[src/rtl/vga_timing_ctrl.sv]
// Raster sequencer: h/v counters, sync generation, pixel/line/frame strobes, shadowed mode registers.
// Latency: all outputs registered and mutually aligned with o_hpos/o_vpos; mode takes effect on the first cycle of a frame.
// Backpressure: none; free-running while i_en=1. Optional macro VGA_TIMING_POLARITY_EN adds programmable sync polarity.
module vga_timing_ctrl #(
    parameter int          HW          = 12,
    parameter int          VW          = 12,
    parameter int unsigned RST_H_WIDTH = 640,
    parameter int unsigned RST_H_PORCH = 656,
    parameter int unsigned RST_H_SYNCH = 752,
    parameter int unsigned RST_H_RAW   = 800,
    parameter int unsigned RST_V_WIDTH = 480,
    parameter int unsigned RST_V_PORCH = 490,
    parameter int unsigned RST_V_SYNCH = 492,
    parameter int unsigned RST_V_RAW   = 525
) (
    input  logic          i_pixclk,
    input  logic          i_reset_n,
    input  logic          i_en,
    input  logic [HW-1:0] i_hm_width,
    input  logic [HW-1:0] i_hm_porch,
    input  logic [HW-1:0] i_hm_synch,
    input  logic [HW-1:0] i_hm_raw,
    input  logic [VW-1:0] i_vm_height,
    input  logic [VW-1:0] i_vm_porch,
    input  logic [VW-1:0] i_vm_synch,
    input  logic [VW-1:0] i_vm_raw,
`ifdef VGA_TIMING_POLARITY_EN
    input  logic          i_hpol,
    input  logic          i_vpol,
`endif
    output logic          o_rd,
    output logic          o_newline,
    output logic          o_newframe,
    output logic          o_hsync,
    output logic          o_vsync,
    output logic [HW-1:0] o_hpos,
    output logic [VW-1:0] o_vpos,
    output logic          o_err
);

    // Per-axis raster regions, decoded from the position counter.
    localparam logic [1:0] ST_ACTIVE = 2'd0;
    localparam logic [1:0] ST_FRONT  = 2'd1;
    localparam logic [1:0] ST_SYNC   = 2'd2;
    localparam logic [1:0] ST_BACK   = 2'd3;

    function automatic logic [1:0] h_region(input logic [HW-1:0] pos, input logic [HW-1:0] wd,
                                            input logic [HW-1:0] po, input logic [HW-1:0] sy);
        if (pos < wd)      return ST_ACTIVE;
        else if (pos < po) return ST_FRONT;
        else if (pos < sy) return ST_SYNC;
        else               return ST_BACK;
    endfunction

    function automatic logic [1:0] v_region(input logic [VW-1:0] pos, input logic [VW-1:0] wd,
                                            input logic [VW-1:0] po, input logic [VW-1:0] sy);
        if (pos < wd)      return ST_ACTIVE;
        else if (pos < po) return ST_FRONT;
        else if (pos < sy) return ST_SYNC;
        else               return ST_BACK;
    endfunction

    // Shadow (in-use) mode
    logic [HW-1:0] r_h_width, r_h_porch, r_h_synch, r_h_raw;
    logic [VW-1:0] r_v_height, r_v_porch, r_v_synch, r_v_raw;
    logic          r_hpol, r_vpol;

    // Raster state and registered outputs
    logic          r_run;
    logic [HW-1:0] r_hpos;
    logic [VW-1:0] r_vpos;
    logic          r_rd, r_newline, r_newframe, r_hsync, r_vsync, r_err;

    logic          w_hpol_in, w_vpol_in;
    logic          w_mode_ok, w_load, w_take;
    logic [HW-1:0] w_h_width_n, w_h_porch_n, w_h_synch_n, w_h_raw_n;
    logic [VW-1:0] w_v_height_n, w_v_porch_n, w_v_synch_n, w_v_raw_n;
    logic          w_hpol_n, w_vpol_n;
    logic [HW-1:0] w_hpos_n;
    logic [VW-1:0] w_vpos_n;
    logic [1:0]    w_hstate_n, w_vstate_n;
    logic          w_rd_n, w_newline_n, w_newframe_n, w_hsync_n, w_vsync_n;

`ifdef VGA_TIMING_POLARITY_EN
    assign w_hpol_in = i_hpol;
    assign w_vpol_in = i_vpol;
`else
    assign w_hpol_in = 1'b0;
    assign w_vpol_in = 1'b0;
`endif

    // Mode validity and next shadow mode: loads at frame end, or continuously while disabled
    always_comb begin
        w_mode_ok = (i_hm_width  < i_hm_porch) && (i_hm_porch < i_hm_synch) && (i_hm_synch < i_hm_raw) &&
                    (i_vm_height < i_vm_porch) && (i_vm_porch < i_vm_synch) && (i_vm_synch < i_vm_raw);
        w_load    = !i_en || r_newframe;
        w_take    = w_load && w_mode_ok;
        w_h_width_n  = w_take ? i_hm_width  : r_h_width;
        w_h_porch_n  = w_take ? i_hm_porch  : r_h_porch;
        w_h_synch_n  = w_take ? i_hm_synch  : r_h_synch;
        w_h_raw_n    = w_take ? i_hm_raw    : r_h_raw;
        w_v_height_n = w_take ? i_vm_height : r_v_height;
        w_v_porch_n  = w_take ? i_vm_porch  : r_v_porch;
        w_v_synch_n  = w_take ? i_vm_synch  : r_v_synch;
        w_v_raw_n    = w_take ? i_vm_raw    : r_v_raw;
        w_hpol_n     = w_take ? w_hpol_in   : r_hpol;
        w_vpol_n     = w_take ? w_vpol_in   : r_vpol;
    end

    // Next position and next outputs, evaluated against the mode that will be in force next cycle
    always_comb begin
        w_hpos_n = '0;
        w_vpos_n = '0;
        if (i_en && r_run) begin
            if (r_newline) begin
                w_hpos_n = '0;
                w_vpos_n = r_newframe ? '0 : r_vpos + VW'(1);
            end else begin
                w_hpos_n = r_hpos + HW'(1);
                w_vpos_n = r_vpos;
            end
        end
        w_hstate_n    = h_region(w_hpos_n, w_h_width_n, w_h_porch_n, w_h_synch_n);
        w_vstate_n    = v_region(w_vpos_n, w_v_height_n, w_v_porch_n, w_v_synch_n);
        w_rd_n        = i_en && (w_hstate_n == ST_ACTIVE) && (w_vstate_n == ST_ACTIVE);
        w_newline_n   = i_en && (w_hpos_n == w_h_raw_n - HW'(1));
        w_newframe_n  = w_newline_n && (w_vpos_n == w_v_raw_n - VW'(1));
        w_hsync_n     = (i_en && (w_hstate_n == ST_SYNC)) ? w_hpol_n : !w_hpol_n;
        w_vsync_n     = (i_en && (w_vstate_n == ST_SYNC)) ? w_vpol_n : !w_vpol_n;
    end

    // Shadow mode registers
    always_ff @(posedge i_pixclk) begin
        if (!i_reset_n) begin
            r_h_width  <= HW'(RST_H_WIDTH);
            r_h_porch  <= HW'(RST_H_PORCH);
            r_h_synch  <= HW'(RST_H_SYNCH);
            r_h_raw    <= HW'(RST_H_RAW);
            r_v_height <= VW'(RST_V_WIDTH);
            r_v_porch  <= VW'(RST_V_PORCH);
            r_v_synch  <= VW'(RST_V_SYNCH);
            r_v_raw    <= VW'(RST_V_RAW);
            r_hpol     <= 1'b0;
            r_vpol     <= 1'b0;
        end else begin
            r_h_width  <= w_h_width_n;
            r_h_porch  <= w_h_porch_n;
            r_h_synch  <= w_h_synch_n;
            r_h_raw    <= w_h_raw_n;
            r_v_height <= w_v_height_n;
            r_v_porch  <= w_v_porch_n;
            r_v_synch  <= w_v_synch_n;
            r_v_raw    <= w_v_raw_n;
            r_hpol     <= w_hpol_n;
            r_vpol     <= w_vpol_n;
        end
    end

    // Sticky error: an invalid mode was offered at a load point
    always_ff @(posedge i_pixclk) begin
        if (!i_reset_n) r_err <= 1'b0;
        else if (w_load && !w_mode_ok) r_err <= 1'b1;
    end

    // Counters and registered raster outputs
    always_ff @(posedge i_pixclk) begin
        if (!i_reset_n) begin
            r_run      <= 1'b0;
            r_hpos     <= '0;
            r_vpos     <= '0;
            r_rd       <= 1'b0;
            r_newline  <= 1'b0;
            r_newframe <= 1'b0;
            r_hsync    <= 1'b1;
            r_vsync    <= 1'b1;
        end else begin
            r_run      <= i_en;
            r_hpos     <= w_hpos_n;
            r_vpos     <= w_vpos_n;
            r_rd       <= w_rd_n;
            r_newline  <= w_newline_n;
            r_newframe <= w_newframe_n;
            r_hsync    <= w_hsync_n;
            r_vsync    <= w_vsync_n;
        end
    end

    assign o_rd       = r_rd;
    assign o_newline  = r_newline;
    assign o_newframe = r_newframe;
    assign o_hsync    = r_hsync;
    assign o_vsync    = r_vsync;
    assign o_hpos     = r_hpos;
    assign o_vpos     = r_vpos;
    assign o_err      = r_err;

endmodule

[config.mk]
export PLATFORM = sky130hd
export DESIGN_NAME = vga_timing_ctrl
export DESIGN_NICKNAME = d
export VERILOG_FILES = /design/src/rtl/vga_timing_ctrl.sv
export SDC_FILE = /design/constraint.sdc
export NUM_CORES = 1
export LEC_CHECK = 0
export CAP_MARGIN = 20
export CORE_MARGIN = 4
export CORE_UTILIZATION = 25
export DETAILED_ROUTE_END_ITERATION = 7
export PLACE_DENSITY = 0.52
export REMOVE_ABC_BUFFERS = 1
export SLEW_MARGIN = 20
export SYNTH_ARGS = -nofsm -noshare
export SYNTH_HDL_FRONTEND = slang
export SYNTH_SLANG_ARGS = --single-unit
[constraint.sdc]
create_clock -name i_pixclk -period 5.2 [get_ports i_pixclk]
set_input_delay 0.52 -clock i_pixclk [delete_from_list [all_inputs] [get_ports i_pixclk]]
set_output_delay 0.52 -clock i_pixclk [all_outputs]
set_load 0.01 [all_outputs]
; Yosys cells after proc, flatten, opt, wreduce, memory -nomap -nowiden
; Cells that the tools add are included.
; Widths: inputs -> output; s select.
[totals]
register_bits = 129
output_inout_bits = 30
input_bits = 99
elab_cells = 83
[op_classes]
order_cmp = 12
n_mux = 23
add_sub_neg = 4
eq_ne = 4
n_reduce_logical = 21
[op_table]
columns = op, n
row1 = $mux 12, 13
row2 = $lt 12x12->1, 12
row3 = $add 12x1->12 const B, 2
row4 = $eq 12x12->1, 2
row5 = $sub 12x1->12 const B, 2
row6 = $logic_and 1x1->1, 14
row7 = $mux 2, 4
row8 = $mux 1, 6
row9 = $eq 2x2->1 const B, 2
row10 = $logic_not 1->1, 4
row11 = $logic_not 2->1, 2
row12 = $logic_or 1x1->1, 1

; Logic depth before layout (Yosys ltp)
[depth]
depth_word = 15
mapped_depth = 24
mapped_depth_nobuf = 20

; Worst setup path before layout
; No wires, ideal clock.
[synth_timing]
path_type = input port to flip-flop
from = input i_vm_raw[2]
to = register r_newframe, in the netlist o_newframe
path_stages = 22
required_ns = 5.139
path_slack_ns = 0.432
arrival_time_ns = 4.707
path_cell_list = inv_1 ha_1 a211o_1 a31oi_1 nor3_1 o311a_4 nor3_4 buf_6 buf_6 buf_4 buf_2 mux2i_1 ha_1 nor3b_1 nand2_1 nor2_1 mux2i_1 xnor2_1 xnor2_1 a311oi_1 and4b_1 and4bb_1
[synth_via]
elab_chain_len = 8
[synth_rtl]
columns = element, line
row1 = from (decl), 26  ; input logic [VW-1:0] i_vm_raw,
row2 = $lt 12x12->1, 95  ; (i_vm_height < i_vm_porch) && (i_vm_porch < i_vm_synch) && (i_vm_synch < i_vm_raw);
row3 = $logic_and 1x1->1, 95
row4 = $logic_and 1x1->1, 97  ; w_take = w_load && w_mode_ok;
row5 = $mux 12, 101  ; w_h_raw_n = w_take ? i_hm_raw : r_h_raw;
row6 = $sub 12x1->12, 126  ; w_newline_n = i_en && (w_hpos_n == w_h_raw_n - HW'(1));
row7 = $eq 12x12->1, 126
row8 = $logic_and 1x1->1, 126
row9 = $logic_and 1x1->1 *, 127  ; w_newframe_n = w_newline_n && (w_vpos_n == w_v_raw_n - VW'(1));
row10 = to (signal assigned), 182  ; r_newframe <= w_newframe_n;
row11 = to (decl), 72  ; logic r_rd, r_newline, r_newframe, r_hsync, r_vsync, r_err;
; Every way passes the cells marked *; elsewhere a longest branch is shown, timed or not.
; A chain may end at the register's enable or synchronous reset.

; Final worst setup path
[layout_timing]
from = input i_hm_synch[11]
to = register r_newframe, in the netlist o_newframe
[layout_via]
elab_chain_len = 12
[layout_rtl]
columns = element, line
row1 = from (decl), 21  ; input logic [HW-1:0] i_hm_synch,
row2 = $lt 12x12->1, 94  ; w_mode_ok = (i_hm_width < i_hm_porch) && (i_hm_porch < i_hm_synch) && (i_hm_synch < i_hm_raw) &&
row3 = $logic_and 1x1->1, 94
row4 = $logic_and 1x1->1 * (2 in series), 94
row5 = $logic_and 1x1->1 * (2 in series), 95
row6 = $logic_and 1x1->1 *, 97
row7 = $mux 12, 101
row8 = $sub 12x1->12, 126
row9 = $eq 12x12->1, 126
row10 = $logic_and 1x1->1, 126
row11 = $logic_and 1x1->1 *, 127
; Marked as above.

==> impl_metrics.ini <==
[floorplan]
core_area_um2 = 34900
die_h_um = 197
initial_utilization = 0.255
die_w_um = 197
top_level_ports = 129
num_rows = 68
dieArea_um2 = 38700

[power_and_ir_drop]
swShare = 0.253
p_sw_w = 0.000705
internal_power_w = 0.00208
combPwrFrac = 0.140
power.density_nw_per_um2 = 243
ir_drop_mv = 0.211
seqPwrFrac = 0.362
clockPowerShare = 0.498
power_leakage_nw = 4.71
total_power_w = 0.00279

[worst_setup_path]
slowest_delay_ns = 0.53
crit_path_start_kind = input port
critPathKind = input port to register
worstReg2RegStart = o_newframe
timing.rr.end = o_newframe
arrival_ns = 5.16
cp_top_family = simple AND/OR/NAND/NOR gates
cp_max_fo = 18
crit_path_cell_trace = clkdlybuf4s50_1 -> ha_1 -> a222oi_1 -> nand3_1 -> nor3_1 -> o311ai_1 -> nor3_4 -> buf_12 -> mux2i_1 -> ha_1 -> nor3b_1 -> buf_4 -> nand2_1 -> nor2_1 -> mux2i_1 -> xnor2_1 -> xnor2_1 -> a311oi_1 -> and4b_1 -> and4bb_1
reg2reg_depth = 17
cpMaxStageDelayCell = clkdlybuf4s50_1
crit_path_start = i_hm_synch[11]
worst-endpoint-required_ns = 5.56
reg2reg_slack_ns = 1.46
crit_buf_inv = 3
endpoint_kind = register

[route]
drt_iter0_markers = 382
via_count = 7752
drcViolationCount = 0
antenna_left = 0
drt_pass1_iterations = 5
wirelength_um = 28600
wl_per_cell_um = 17.6
vias_per_cell = 4.76

[clock_tree]
cts_made_buffers = 17
htree_levels = 4
cts_tree = yes
cts-root-buf = clkbuf_16
clock_latency_ns = 0.42
cts.path.max_buffers = 2
clkTransAtPathRegs_ns = 0.06
post_cts_buffers = 0
cts_hold_buf = 0
cts.sinks = 129
cts.repair.resized = 0

[timing]
final.period_utilization = 0.923
holdWs_ns = 0.454
maxSlewHeadroom = 0.556
post-route-min-period_ns = 4.80
drv_slew = 0
tightest_slew_ns = 0.665
rsz0062_at_grt = false
hold_violations = 0
fmax_ghz = 0.208
skew_ns = 0.00956
setup_viol = 0

[yosys]
synthDistinctLibCells = 67
ys_warn_count = 0
postSynth.asyncResetShare = 0
syn_avg_cell_area_um2 = 8.72
yosysSeqAreaShare = 0.290
synth-edff-count = 0
postSynthCellCount = 1022
netlist_area_um2 = 8910
synth_seq_cells = 129
synth-main-ff-cell = dfxtp_1

[worst_hold_path]
hold_path_class = register to register
min-delay-start = r_hpol
min_to = r_hpol
whs_path_depth = 2

[cells_and_area]
finalNetCount = 1395
fin_area_um2 = 11500
n_antenna_cell = 0
drive_gt1_frac = 0.0546
syn2layout_area_growth_pct = 28.9
nFillCells = 3686
final_cells = 1628

[global_routing]
grt_max_degree = 35
grt_remaining_overflow = 0
grt_pass1_vias = 7847
grtUsageTotal = 0.146
grt_pass1_wl_um = 44500
antenna_found_initial = 0

[placement]
dp_cells = 1596
gp_congestion = 0.883
dpl.hpwl_um = 23200
placed_area_um2 = 10800
numPortBuffers = 128

[outcome]
status = completed

[flow_run]
cap_violations = 0
flip-flops by register name (all words and copies together), names as in the netlist, 12 cells and up:
register,cells
r_h_synch,12
r_v_height,12
r_h_raw,12
r_h_width,12
r_v_raw,12
r_v_synch,12
r_h_porch,12
o_hpos,12
r_v_porch,12
o_vpos,12
layout by cell type, fill, tap and decap left out, types with 20 or more instances in the layout:
cell / count
ha_1: 136
dfxtp_1: 129
clkdlybuf4s50_1: 128
nor2_1: 119
mux2i_1: 102
inv_1: 75
nand2_1: 73
nor3_1: 48
xnor2_1: 37
a21oi_1: 30
xor2_1: 28
o21ai_0: 25
nand4_1: 24
buf_4: 20
logic make-up after synthesis:
| family | synth area share |
|---|---|
| buffers and inverters | 0.0512 |
| AND/OR/NAND/NOR | 0.186 |
| adder cells (fa/ha/maj) | 0.191 |
| AO/OA/AOI/OAI | 0.103 |
| multiplexers | 0.116 |
| XOR/XNOR | 0.0639 |
| flip-flops | 0.290 |
worst max-delay path by stage:
stage	to	cells after the start	slack (ns)
3_5_place_dp	o_newframe	21	0.01
3_3_place_gp	o_rd	21	0.06
4_1_cts	o_newframe	21	0.43
2_1_floorplan	o_newframe	17	-3.10
6_report	o_newframe	20	0.40
5_1_grt	o_newframe	21	0.07
cell usage after synthesis (5+ instances only):
library cell / instances / area (µm²)
dfxtp_1: 129 / 2580
a21oi_1: 30 / 150
clkbuf_1: 17 / 63.8
nand2b_1: 10 / 62.6
a211oi_1: 5 / 37.5
nand4_1: 24 / 150
a31oi_1: 6 / 37.5
nor2b_1: 10 / 62.6
o2111ai_1: 5 / 43.8
xor2_1: 28 / 245
o21ai_0: 25 / 125
or3_1: 9 / 56.3
and3_1: 11 / 68.8
nor3b_1: 5 / 37.5
o21a_1: 6 / 45.0
nor3_1: 48 / 240
nor4_1: 6 / 37.5
xnor2_1: 37 / 324
nand2_1: 73 / 274
inv_1: 75 / 282
o21ai_1: 5 / 25.0
nand3_1: 16 / 80.1
buf_2: 8 / 40.0
ha_1: 136 / 1700
mux2i_1: 102 / 1020
nor2_1: 119 / 447
a21o_1: 17 / 128
tightest hold or removal path: stages (launching register included):
cell,delay [ns]
dfxtp_1,0.30
inv_1,0.06
nor3_1,0.05
stage by stage:
stage          utilization  setup WS [ns]  setup TNS, ns
4_1_cts              0.329          0.427              0
5_1_grt              0.329         0.0715              0
3_3_place_gp         0.310         0.0560              0
2_1_floorplan            -          -3.10        -112.68
6_report             0.329          0.402              0
3_5_place_dp         0.310         0.0126              0
final cells by class:
cell class,instances,area [µm²],area share
Sequential cell,129,2580,0.225
Tap cell,455,569,0.0496
Timing Repair Buffer,152,1510,0.132
Multi-Input combinational cell,784,5870,0.511
Inverter,76,285,0.0248
Clock inverter,13,234,0.0204
Clock buffer,19,433,0.0377
power groups by stage:
stage | registers [W] | clock network [W] | logic [W]
floorplan | 0.00103 | 0 | 0.000200
global placement | 0.00103 | 0 | 0.000386
detailed placement | 0.00103 | 0 | 0.000387
CTS | 0.00101 | 0.00141 | 0.000390
global route | 0.00101 | 0.00146 | 0.000433
finish | 0.00101 | 0.00139 | 0.000389
per-layer routing:
metal | global-route usage | routed length (µm)
met1 | 0.198 | 13900
met3 | 0.0296 | 1170
met4 | 0.0300 | 363
met5 | 0 | 0
met2 | 0.243 | 13200
Power figures use the tool's default switching activity.
